[config.mk]
export PLATFORM = sky130hd
export DESIGN_NAME = sha256_msg_server
export DESIGN_NICKNAME = d
export VERILOG_FILES = /design/src/rtl/sha256_msg_server_pkg.sv /design/src/rtl/sha256_msg_server.sv
export SDC_FILE = /design/constraint.sdc
export NUM_CORES = 1
export LEC_CHECK = 0
export ABC_AREA = 1
export CAP_MARGIN = 20
export CELL_PAD_IN_SITES_DETAIL_PLACEMENT = 2
export CELL_PAD_IN_SITES_GLOBAL_PLACEMENT = 2
export CORE_MARGIN = 2
export CORE_UTILIZATION = 25
export CTS_CLUSTER_DIAMETER = 80
export DETAILED_ROUTE_END_ITERATION = 8
export PLACE_DENSITY_LB_ADDON = 0.1
export SKIP_LAST_GASP = 1
export SYNTH_ARGS = -nofsm -noshare
export SYNTH_HDL_FRONTEND = slang
export SYNTH_SLANG_ARGS = --single-unit
[constraint.sdc]
create_clock -name clk -period 3.1 [get_ports clk]
set_input_delay 0.62 -clock clk [delete_from_list [all_inputs] [get_ports clk]]
set_output_delay 0.62 -clock clk [all_outputs]
set_load 0.005 [all_outputs]
[src/rtl/sha256_msg_server_pkg.sv]
// rtl/sha256_msg_server_pkg.sv - shared states, block constants and SHA-256 helper functions
package sha256_msg_server_pkg;

    typedef enum logic [1:0] {
        LOAD  = 2'd0,
        PAD   = 2'd1,
        SERVE = 2'd2
    } state_t;

    localparam logic [7:0] PAD_BYTE     = 8'h80;
    localparam logic [6:0] LEN_BYTE_OFS = 7'd60;
    localparam logic [6:0] BLOCK_BYTES  = 7'd64;

    function automatic logic [31:0] rotr(input logic [31:0] x, input logic [4:0] n);
        return (x >> n) | (x << (6'd32 - {1'b0, n}));
    endfunction

    function automatic logic [31:0] ch(input logic [31:0] x, input logic [31:0] y,
                                       input logic [31:0] z);
        return (x & y) ^ (~x & z);
    endfunction

    function automatic logic [31:0] maj(input logic [31:0] x, input logic [31:0] y,
                                        input logic [31:0] z);
        return (x & y) ^ (x & z) ^ (y & z);
    endfunction

endpackage

[src/rtl/sha256_msg_server.sv]
// rtl/sha256_msg_server.sv - message block buffer with optional padding, serving words to the SHA-256 core
module sha256_msg_server
    import sha256_msg_server_pkg::*;
#(
    parameter int RDY_WAIT = 0
) (
    input  logic        clk,
    input  logic        rst,
    input  logic        in_valid,
    input  logic [7:0]  in_byte,
    input  logic        in_last,
    output logic        in_ready,
    input  logic        pad_en,
    input  logic [31:0] len_bits,
    input  logic [3:0]  addr,
    input  logic        rq,
    output logic        rdy,
    output logic [31:0] data,
    output logic        full,
    output logic        pad_ovf
);

    localparam logic [3:0] LP_WAIT = 4'(RDY_WAIT);

    state_t      r_state;
    state_t      w_state_nxt;
    logic [6:0]  r_cnt;
    logic [31:0] r_mem [16];
    logic        r_pad_first;
    logic        r_fit;
    logic [31:0] r_len;
    logic [3:0]  r_wait;
    logic [3:0]  r_addr;
    logic        r_rdy;
    logic [31:0] r_data;
    logic        r_pad_ovf;

    logic [6:0]  w_cnt_inc;
    logic        w_issue;
    logic        w_release;
    logic        w_ovf;
    logic        w_wr_en;
    logic [5:0]  w_wr_idx;
    logic [7:0]  w_wr_byte;

    assign w_cnt_inc = r_cnt + 7'd1;
    assign w_issue   = (r_state == SERVE) && rq && !r_rdy && (r_wait == LP_WAIT);
    // addr was latched when rdy was issued, so release follows the word actually served
    assign w_release = (r_state == SERVE) && r_rdy && (r_addr == 4'd15);
    assign w_wr_idx  = r_cnt[5:0];

    always_ff @(posedge clk or posedge rst) begin
        if (rst) begin
            r_state <= LOAD;
        end else begin
            r_state <= w_state_nxt;
        end
    end

    always_comb begin
        w_state_nxt = r_state;
        w_ovf       = 1'b0;
        w_wr_en     = 1'b0;
        w_wr_byte   = 8'h00;
        case (r_state)
            LOAD: begin
                w_wr_en   = in_valid;
                w_wr_byte = in_byte;
                if (in_valid) begin
                    if (in_last && pad_en) begin
                        if (w_cnt_inc == BLOCK_BYTES) begin
                            w_state_nxt = SERVE;
                            w_ovf       = 1'b1;
                        end else begin
                            w_state_nxt = PAD;
                        end
                    end else if (in_last || (w_cnt_inc == BLOCK_BYTES)) begin
                        w_state_nxt = SERVE;
                    end
                end
            end
            PAD: begin
                w_wr_en = 1'b1;
                if (r_pad_first) begin
                    w_wr_byte = PAD_BYTE;
                end else if (r_fit && (r_cnt >= LEN_BYTE_OFS)) begin
                    w_wr_byte = r_len[{~r_cnt[1:0], 3'b000} +: 8];
                end
                if (r_cnt == BLOCK_BYTES - 7'd1) begin
                    w_state_nxt = SERVE;
                    w_ovf       = !r_fit;
                end
            end
            SERVE: begin
                if (w_release) begin
                    w_state_nxt = LOAD;
                end
            end
            default: w_state_nxt = LOAD;
        endcase
    end

    always_ff @(posedge clk) begin
        if (w_wr_en) begin
            r_mem[w_wr_idx[5:2]][{~w_wr_idx[1:0], 3'b000} +: 8] <= w_wr_byte;
        end
    end

    always_ff @(posedge clk or posedge rst) begin
        if (rst) begin
            r_cnt       <= 7'd0;
            r_pad_first <= 1'b0;
            r_fit       <= 1'b0;
            r_len       <= 32'd0;
            r_wait      <= 4'd0;
            r_addr      <= 4'd0;
            r_rdy       <= 1'b0;
            r_data      <= 32'd0;
            r_pad_ovf   <= 1'b0;
        end else begin
            r_rdy     <= w_issue;
            r_pad_ovf <= w_ovf;
            if (w_issue) begin
                r_data <= r_mem[addr];
                r_addr <= addr;
            end
            if (r_rdy || !rq) begin
                r_wait <= 4'd0;
            end else if (r_wait != LP_WAIT) begin
                r_wait <= r_wait + 4'd1;
            end
            case (r_state)
                LOAD: begin
                    if (in_valid) begin
                        r_cnt <= w_cnt_inc;
                        if (in_last && pad_en) begin
                            r_pad_first <= 1'b1;
                            // 0x80 plus the 8-byte length must fit behind the data
                            r_fit       <= (w_cnt_inc <= 7'd55);
                            r_len       <= len_bits;
                        end
                    end
                end
                PAD: begin
                    r_cnt       <= w_cnt_inc;
                    r_pad_first <= 1'b0;
                end
                SERVE: begin
                    if (w_release) begin
                        r_cnt <= 7'd0;
                    end
                end
                default: r_cnt <= 7'd0;
            endcase
        end
    end

    assign in_ready = (r_state == LOAD);
    assign full     = (r_state == SERVE);
    assign rdy      = r_rdy;
    assign data     = r_data;
    assign pad_ovf  = r_pad_ovf;

endmodule

==> results of run 1 <==
-- routing by layer --
| metal | GRT usage, % | up-vias | wire [um] |
|---|---|---|---|
| li1 | - | 7451 | - |
| met2 | 27.3 | 220 | 39800 |
| met4 | 4.03 | 0 | 1490 |
| met5 | 0 | - | 0 |
| met3 | 2.45 | 81 | 2370 |
| met1 | 22.9 | 8610 | 39600 |
-- worst max-delay path, cell delays in order, from the launching register on --
cell and delay [ns]:
dfrtp_1 0.41, nor2_1 0.48, clkdlybuf4s50_1 0.62
-- flip-flops by register name, indices dropped and copies added, names as in the netlist --
name,flops
r_mem,512
r_cnt,7
r_pad_first,1
r_fit,1
r_state,2
data,32
r_wait,4
r_len,32
rdy,1
r_addr,4
pad_ovf,1
-- worst max path at each step --
stage	cells after the start	slack [ns]	start	end
finish	2	0.35	r_state[0]$_DFFE_PP0P_	in_ready
global route	14	0.15	r_cnt[0]$_DFFE_PP0P_	r_state[1]$_DFFE_PP0P_
CTS	2	0.18	r_state[0]$_DFFE_PP0P_	in_ready
detailed placement	9	0.44	rq	data[22]$_DFFE_PP0P_
global placement	6	0.50	r_cnt[0]$_DFFE_PP0P_	r_mem[12][20]$_DFFE_PP_
floorplan	1	0.29	rst	data[0]$_DFFE_PP0P_
-- synthesized netlist by cell type (3+ instances only) --
cell type	number
a21oi_1	12
buf_1	3
buf_2	50
buf_4	6
buf_6	4
clkbuf_1	66
dfrtp_1	85
edfxtp_1	512
ha_1	7
inv_1	27
inv_2	7
mux2_1	18
mux2_4	12
nand2_1	216
nand3_1	79
nor2_1	314
nor3_2	14
o211ai_1	60
o21a_1	58
o21ai_0	107
o21ai_1	50
o21bai_1	129
o221ai_1	70
o22ai_1	7
-- kinds of logic (layout without fill, tap and decap cells) --
family,count (synthesis),in the layout
XOR/XNOR,3,3
AND/OR/NAND/NOR,633,633
buffers and inverters,165,401
AO/OA/AOI/OAI,495,495
adder cells (fa/ha/maj),7,7
flip-flops,597,597
multiplexers,30,30
-- power by group through the flow --
| stage | registers [W] | clock network, W | logic (W) |
|---|---|---|---|
| after detailed placement | 0.0101 | 0 | 0.00422 |
| after floorplan | 0.00997 | 0 | 0.00218 |
| final | 0.00991 | 0.00843 | 0.00409 |
| after global placement | 0.0101 | 0 | 0.00415 |
| after global routing | 0.00999 | 0.00901 | 0.00458 |
| after CTS | 0.00992 | 0.00874 | 0.00424 |
-- area by class of cell --
cell class              instances  area (sq um)  area share (%)
multi-input cells            1168          6490            21.5
inverters                      36           145           0.480
well taps                    1287          1610            5.33
repair buffers                230          2120            7.02
flip-flops and latches        597         17500            57.9
clock buffers                  98          2040            6.74
clock inverters                37           327            1.08
-- stage by stage --
stage	power, W	cells	area, sq um	setup slack, ns
after global placement	0.0142	3318	27900	0.502
after floorplan	0.0122	1930	24700	0.287
final	0.0224	3453	30200	0.353
after detailed placement	0.0143	3318	27900	0.441
after global routing	0.0236	3453	30200	0.150
after CTS	0.0229	3453	30200	0.181
-- layout by cell type (no fill, tap or decap), types with 18 or more instances in the layout --
| master | n |
|---|---|
| dfrtp_1 | 85 |
| clkbuf_16 | 78 |
| nand2_1 | 216 |
| o21a_1 | 58 |
| clkbuf_1 | 19 |
| mux2_1 | 18 |
| o21ai_1 | 50 |
| clkdlybuf4s50_1 | 81 |
| buf_4 | 130 |
| nor2_1 | 314 |
| o211ai_1 | 60 |
| o21ai_0 | 107 |
| o221ai_1 | 70 |
| edfxtp_1 | 512 |
| inv_1 | 25 |
| o21bai_1 | 129 |
| nand3_1 | 79 |
==> results.cfg, run 1 <==
[global_route]
grt_max_degree = 73
grt_pass1_wl_um = 124000
antenna_found_initial = 2
grt.total_usage_pct = 16.6
grt_pass1_vias = 17921
grt_remaining_overflow = 0

[detailed_routing]
post_drt_wl_per_cell_um = 24.1
drt-initial-drc-count = 891
viasPerCell = 4.74
vias = 16362
route.detailed.drc = 0
wirelength_um = 83300
first_pass_iters = 5
ant_nets = 0

[yosys]
synth.distinct_cells = 37
yosys.area.top_type_share_pct = 62.2
ys_seq_area_share_pct = 70.8
syn_area_per_cell_sq_um = 12.8
syn_area_sq_mm = 0.0247
synth_top_family_by_area = compound AO/OA/AOI/OAI gates
synthSimpleGateAreaFrac_pct = 10.5
synth_compound_gate_area_share_pct = 13.7
muxShareOfSynthArea_pct = 1.55
synth_fp_nets = 1987
ys_async_sr_fraction_pct = 14.2
synth.ff_latch_count = 597
synth_area_leaders = edfxtp_1 62%, dfrtp_1 8.6%, nor2_1 4.8%, o21bai_1 3.9%, nand2_1 3.3%
synth_flop_cell = edfxtp_1
synth_edf_count = 512
synthAdderAreaFrac_pct = 0.354
yosysWarnings = 0
synth_top_area_cell = edfxtp_1
synthCells = 1930
synth-xor-area-share_pct = 0.106

[floorplan]
start_util_pct = 25.2
fp.dieW_um = 318
ios = 86
die_area_sq_mm = 0.101
core_sq_mm = 0.0981
num_rows = 115
die_height_um = 318

[clock_network]
cts_post_setup_buffers_inserted = 0
cts_tree = done
hold_buffers = 0
clk_pin_slew_ns = 0.06
cts_root_buffer = clkbuf_16
clk-insertion-delay-late_ns = 0.63
htree_levels = 3
cts_buffers = 75
ctsResizeCount = 0
clock_path_buffers = 3
cts.sinks = 597

[worst_setup_path]
required_ns = 2.48
r2r_cells = 6
rr_endpoint = r_mem[4][20]$_DFFE_PP_
r2r_slack_ns = 0.42
cp_data_arrival_time_ns = 2.13
critical_path_class = reg2out
end_kind = output port
critPathMaxFanout = 5
critPathLaunchType = register
timing.rr.start = r_cnt[0]$_DFFE_PP0P_

[sta]
worstMarginPinSlew_ns = 0.709
drv_slew = 0
skew_ns = 0.0391
fin_tns_setup_ns = 0
period_minus_slack_ns = 2.75
hold_viol_final = 0
post-route-period-util_pct = 88.6
hold_ws_ns = 0.389
rsz0062_at_grt = no
fmax_mhz = 364
setup_viol = 0
relSlewSlack_pct = 52.7

[hold_path]
holdCritPathClass = in2async

[place]
gp_congestion = 0.736
dp_hpwl_um = 53200
io_buffers = 85

[power_and_ir_drop]
power_leakage_nw = 10.7
clockPowerShare_pct = 37.6
internal_power_w = 0.0160
powerDensity_mw_per_mm2 = 742
p_sw_w = 0.00642
swShare_pct = 28.6
combPwrFrac_pct = 18.2
seq_power_share_pct = 44.2
ir_worst_vdd_mv = 0.350

[cells_and_area]
layout-drive-gt1-share_pct = 13.7
antennaDiodeCount = 0
syn_to_final_growth_pct = 22.3
fillers = 10351
nets = 2165
finish.utilization_pct = 30.8

[job]
maxCapViolCount = 0

[run_status]
status = complete, no violations
(Power assumes the default switching activity.)
==> run 2: changes to the inputs <==
--- a/config.mk
+++ b/config.mk
@@ -11,8 +11,10 @@
 export CELL_PAD_IN_SITES_GLOBAL_PLACEMENT = 2
 export CORE_MARGIN = 2
 export CORE_UTILIZATION = 25
+export CTS_BUF_LIST = sky130_fd_sc_hd__clkbuf_4
 export CTS_CLUSTER_DIAMETER = 80
 export DETAILED_ROUTE_END_ITERATION = 8
+export DONT_BUFFER_PORTS = 1
 export PLACE_DENSITY_LB_ADDON = 0.1
 export SKIP_LAST_GASP = 1
 export SYNTH_ARGS = -nofsm -noshare
==> run 2 against run 1 <==
Compared with the run above:
- routed wire length up 5.2%
- critical endpoint is now r_state[0]$_DFFE_PP0P_
- die area is the same
- sequential cell count did not move
- via count increased by 3.1%
- sequential share of layout area up 0.73 points
- worst setup slack improved by 0.0063 ns
- worst hold slack worse by 0.31 ns
- largest cell class unchanged
- cell count rose by 4.3%
- register-to-register slack worse by 0.06 ns
==> results.cfg, run 2 (synthesis results as in run 1) <==
[place]
dp_slack_ns = 0.399
gp_congestion = 0.712
io_buffers = 0
dp_hpwl_um = 49100
dp.cells = 3206

[floorplan]
num_rows = 115
start_util_pct = 25.2
fp.dieW_um = 318
die_area_sq_mm = 0.101
die_height_um = 318
core_sq_mm = 0.0981
ios = 86

[global_route]
grt_remaining_overflow = 0
grt_max_degree = 247
grt.total_usage_pct = 17.4
grt_pass1_vias = 18730
grt_pass1_wl_um = 129000
antenna_found_initial = 3

[worst_setup_path]
required_ns = 4.06
timing.rr.start = r_cnt[0]$_DFFE_PP0P_
end_kind = register
cp_data_arrival_time_ns = 3.70
critPathLaunchType = register
r2r_slack_ns = 0.36
r2r_cells = 11
critPathMaxFanout = 20
critical_path_class = reg2reg
rr_endpoint = r_state[0]$_DFFE_PP0P_

[cells_and_area]
nets = 2220
fin_cells = 3600
final_cell_mix = 512 x edfxtp_1, 314 x nor2_1, 267 x clkbuf_4, 216 x nand2_1, 129 x o21bai_1
multi_input_area_sq_mm = 0.00649
final_common_cell = edfxtp_1
syn_to_final_growth_pct = 20.8
layout-drive-gt1-share_pct = 19.6
seqCellArea_sq_mm = 0.0175
largest_reg_flops = 512
finish.utilization_pct = 30.4
fillers = 10494

[power_and_ir_drop]
power_leakage_nw = 10.8
clockPowerShare_pct = 37.8
internal_power_w = 0.0153
ir_worst_vdd_mv = 0.329
swShare_pct = 29.4
seq_power_share_pct = 46.2
finalPower_w = 0.0216
p_sw_w = 0.00635
combPwrFrac_pct = 16.0
powerDensity_mw_per_mm2 = 724

[detailed_routing]
wirelength_um = 87700
route.detailed.drc = 0
ant_nets = 0
viasPerCell = 4.69
drt-initial-drc-count = 895
first_pass_iters = 4
vias = 16867
post_drt_wl_per_cell_um = 24.3

[clock_network]
cts.sinks = 597
cts_buffers = 179
cts_tree = done
cts_post_setup_buffers_inserted = 0
clk-insertion-delay-late_ns = 1.05
clock_path_buffers = 3
cts_root_buffer = clkbuf_4
clk_pin_slew_ns = 0.07
htree_levels = 4

[job]
maxCapViolCount = 0

[sta]
hold_viol_final = 0
skew_ns = 0.0574
worstMarginPinSlew_ns = 0.850
fin_tns_setup_ns = 0
setup_viol = 0
relSlewSlack_pct = 43.3
drv_slew = 0
post-route-period-util_pct = 88.4
rsz0062_at_grt = no
period_minus_slack_ns = 2.74
fmax_mhz = 365
setup_ws_ns = 0.359

[hold_path]
holdPathEnd = data[16]$_DFFE_PP0P_
hold_start = addr[0]
holdCritPathClass = in2reg
min_path_cells = 6

[run_status]
status = complete, no violations
-- run 2: changes by cell type in the layout (fill, tap and decap cells not counted), moves of 3 or more --
cell | before | now
clkinv_8 | 3 | 0
diode_2 | 0 | 9
clkinvlp_4 | 6 | 2
clkbuf_4 | 0 | 267
clkbuf_16 | 78 | 0
clkbuf_1 | 19 | 0
dlygate4sd3_1 | 0 | 59
clkinv_2 | 10 | 5
buf_12 | 15 | 6
buf_4 | 130 | 113
buf_16 | 0 | 3
clkinv_1 | 14 | 39
clkdlybuf4s50_1 | 81 | 0
bufinv_16 | 4 | 8
-- run 2: what timing repair did --
| action | 4_1_cts | 5_1_grt |
|---|---|---|
| hold buffers | 63 | 0 |
| gates resized for setup | 0 | 1 |
| hold endpoints to repair | 238 | 0 |
| setup endpoints to repair | 0 | 1 |
-- run 2: worst max-delay path by stage --
stage,from,end,slack (ns),cells after the start
after detailed placement,rq,data[22]$_DFFE_PP0P_,0.40,8
after CTS,r_cnt[0]$_DFFE_PP0P_,r_state[0]$_DFFE_PP0P_,0.17,13
after global placement,rq,data[22]$_DFFE_PP0P_,0.46,8
after global routing,r_cnt[0]$_DFFE_PP0P_,r_state[0]$_DFFE_PP0P_,0.11,11
after floorplan,rst,data[0]$_DFFE_PP0P_,0.29,1
final,r_cnt[0]$_DFFE_PP0P_,r_state[0]$_DFFE_PP0P_,0.36,11
-- run 2: per-layer routing --
metal	up-vias	part of all wire [%]	global-route usage (%)
li1	7675	-	-
met1	8765	46	22.4
met2	302	49	29.4
met3	125	3.3	3.48
met4	0	1.9	5.50
met5	-	0	0
-- run 2: worst max-delay path, cell delays in order, from the launching register on --
cell and delay [ns]:
dfrtp_2 0.36, buf_4 0.23, buf_4 0.38, nand3_1 0.20, xor2_1 0.35, nor2_1 0.10, nand2_1 0.17, nand2_1 0.11
nor2_1 0.10, nand2_1 0.05, dlygate4sd3_1 0.55, nand2_1 0.06
-- run 2: layout make-up --
class,count,area share [%]
sequential,597,58.6
multi-input combinational,1168,21.7
clock buffer,267,6.71
timing repair buffer,181,5.50
tap,1287,5.39
clock inverter,55,1.47
inverter,36,0.486
antenna,9,0.0754
-- run 2: through the flow --
| stage | hold WS, ns | area [sq um] |
|---|---|---|
| detailed placement | 0.486 | 26700 |
| floorplan | 0.450 | 24700 |
| CTS | 0.000985 | 29800 |
| finish | 0.0799 | 29900 |
| global placement | 0.465 | 26700 |
| global route | 0.0443 | 29900 |
-- run 2: power groups by stage --
stage | sequential [W] | combinational, W | clock (W)
after detailed placement | 0.0102 | 0.00340 | 0
after floorplan | 0.00997 | 0.00218 | 0
after CTS | 0.0100 | 0.00356 | 0.00852
final | 0.00998 | 0.00345 | 0.00817
after global placement | 0.0101 | 0.00332 | 0
after global routing | 0.0101 | 0.00388 | 0.00898
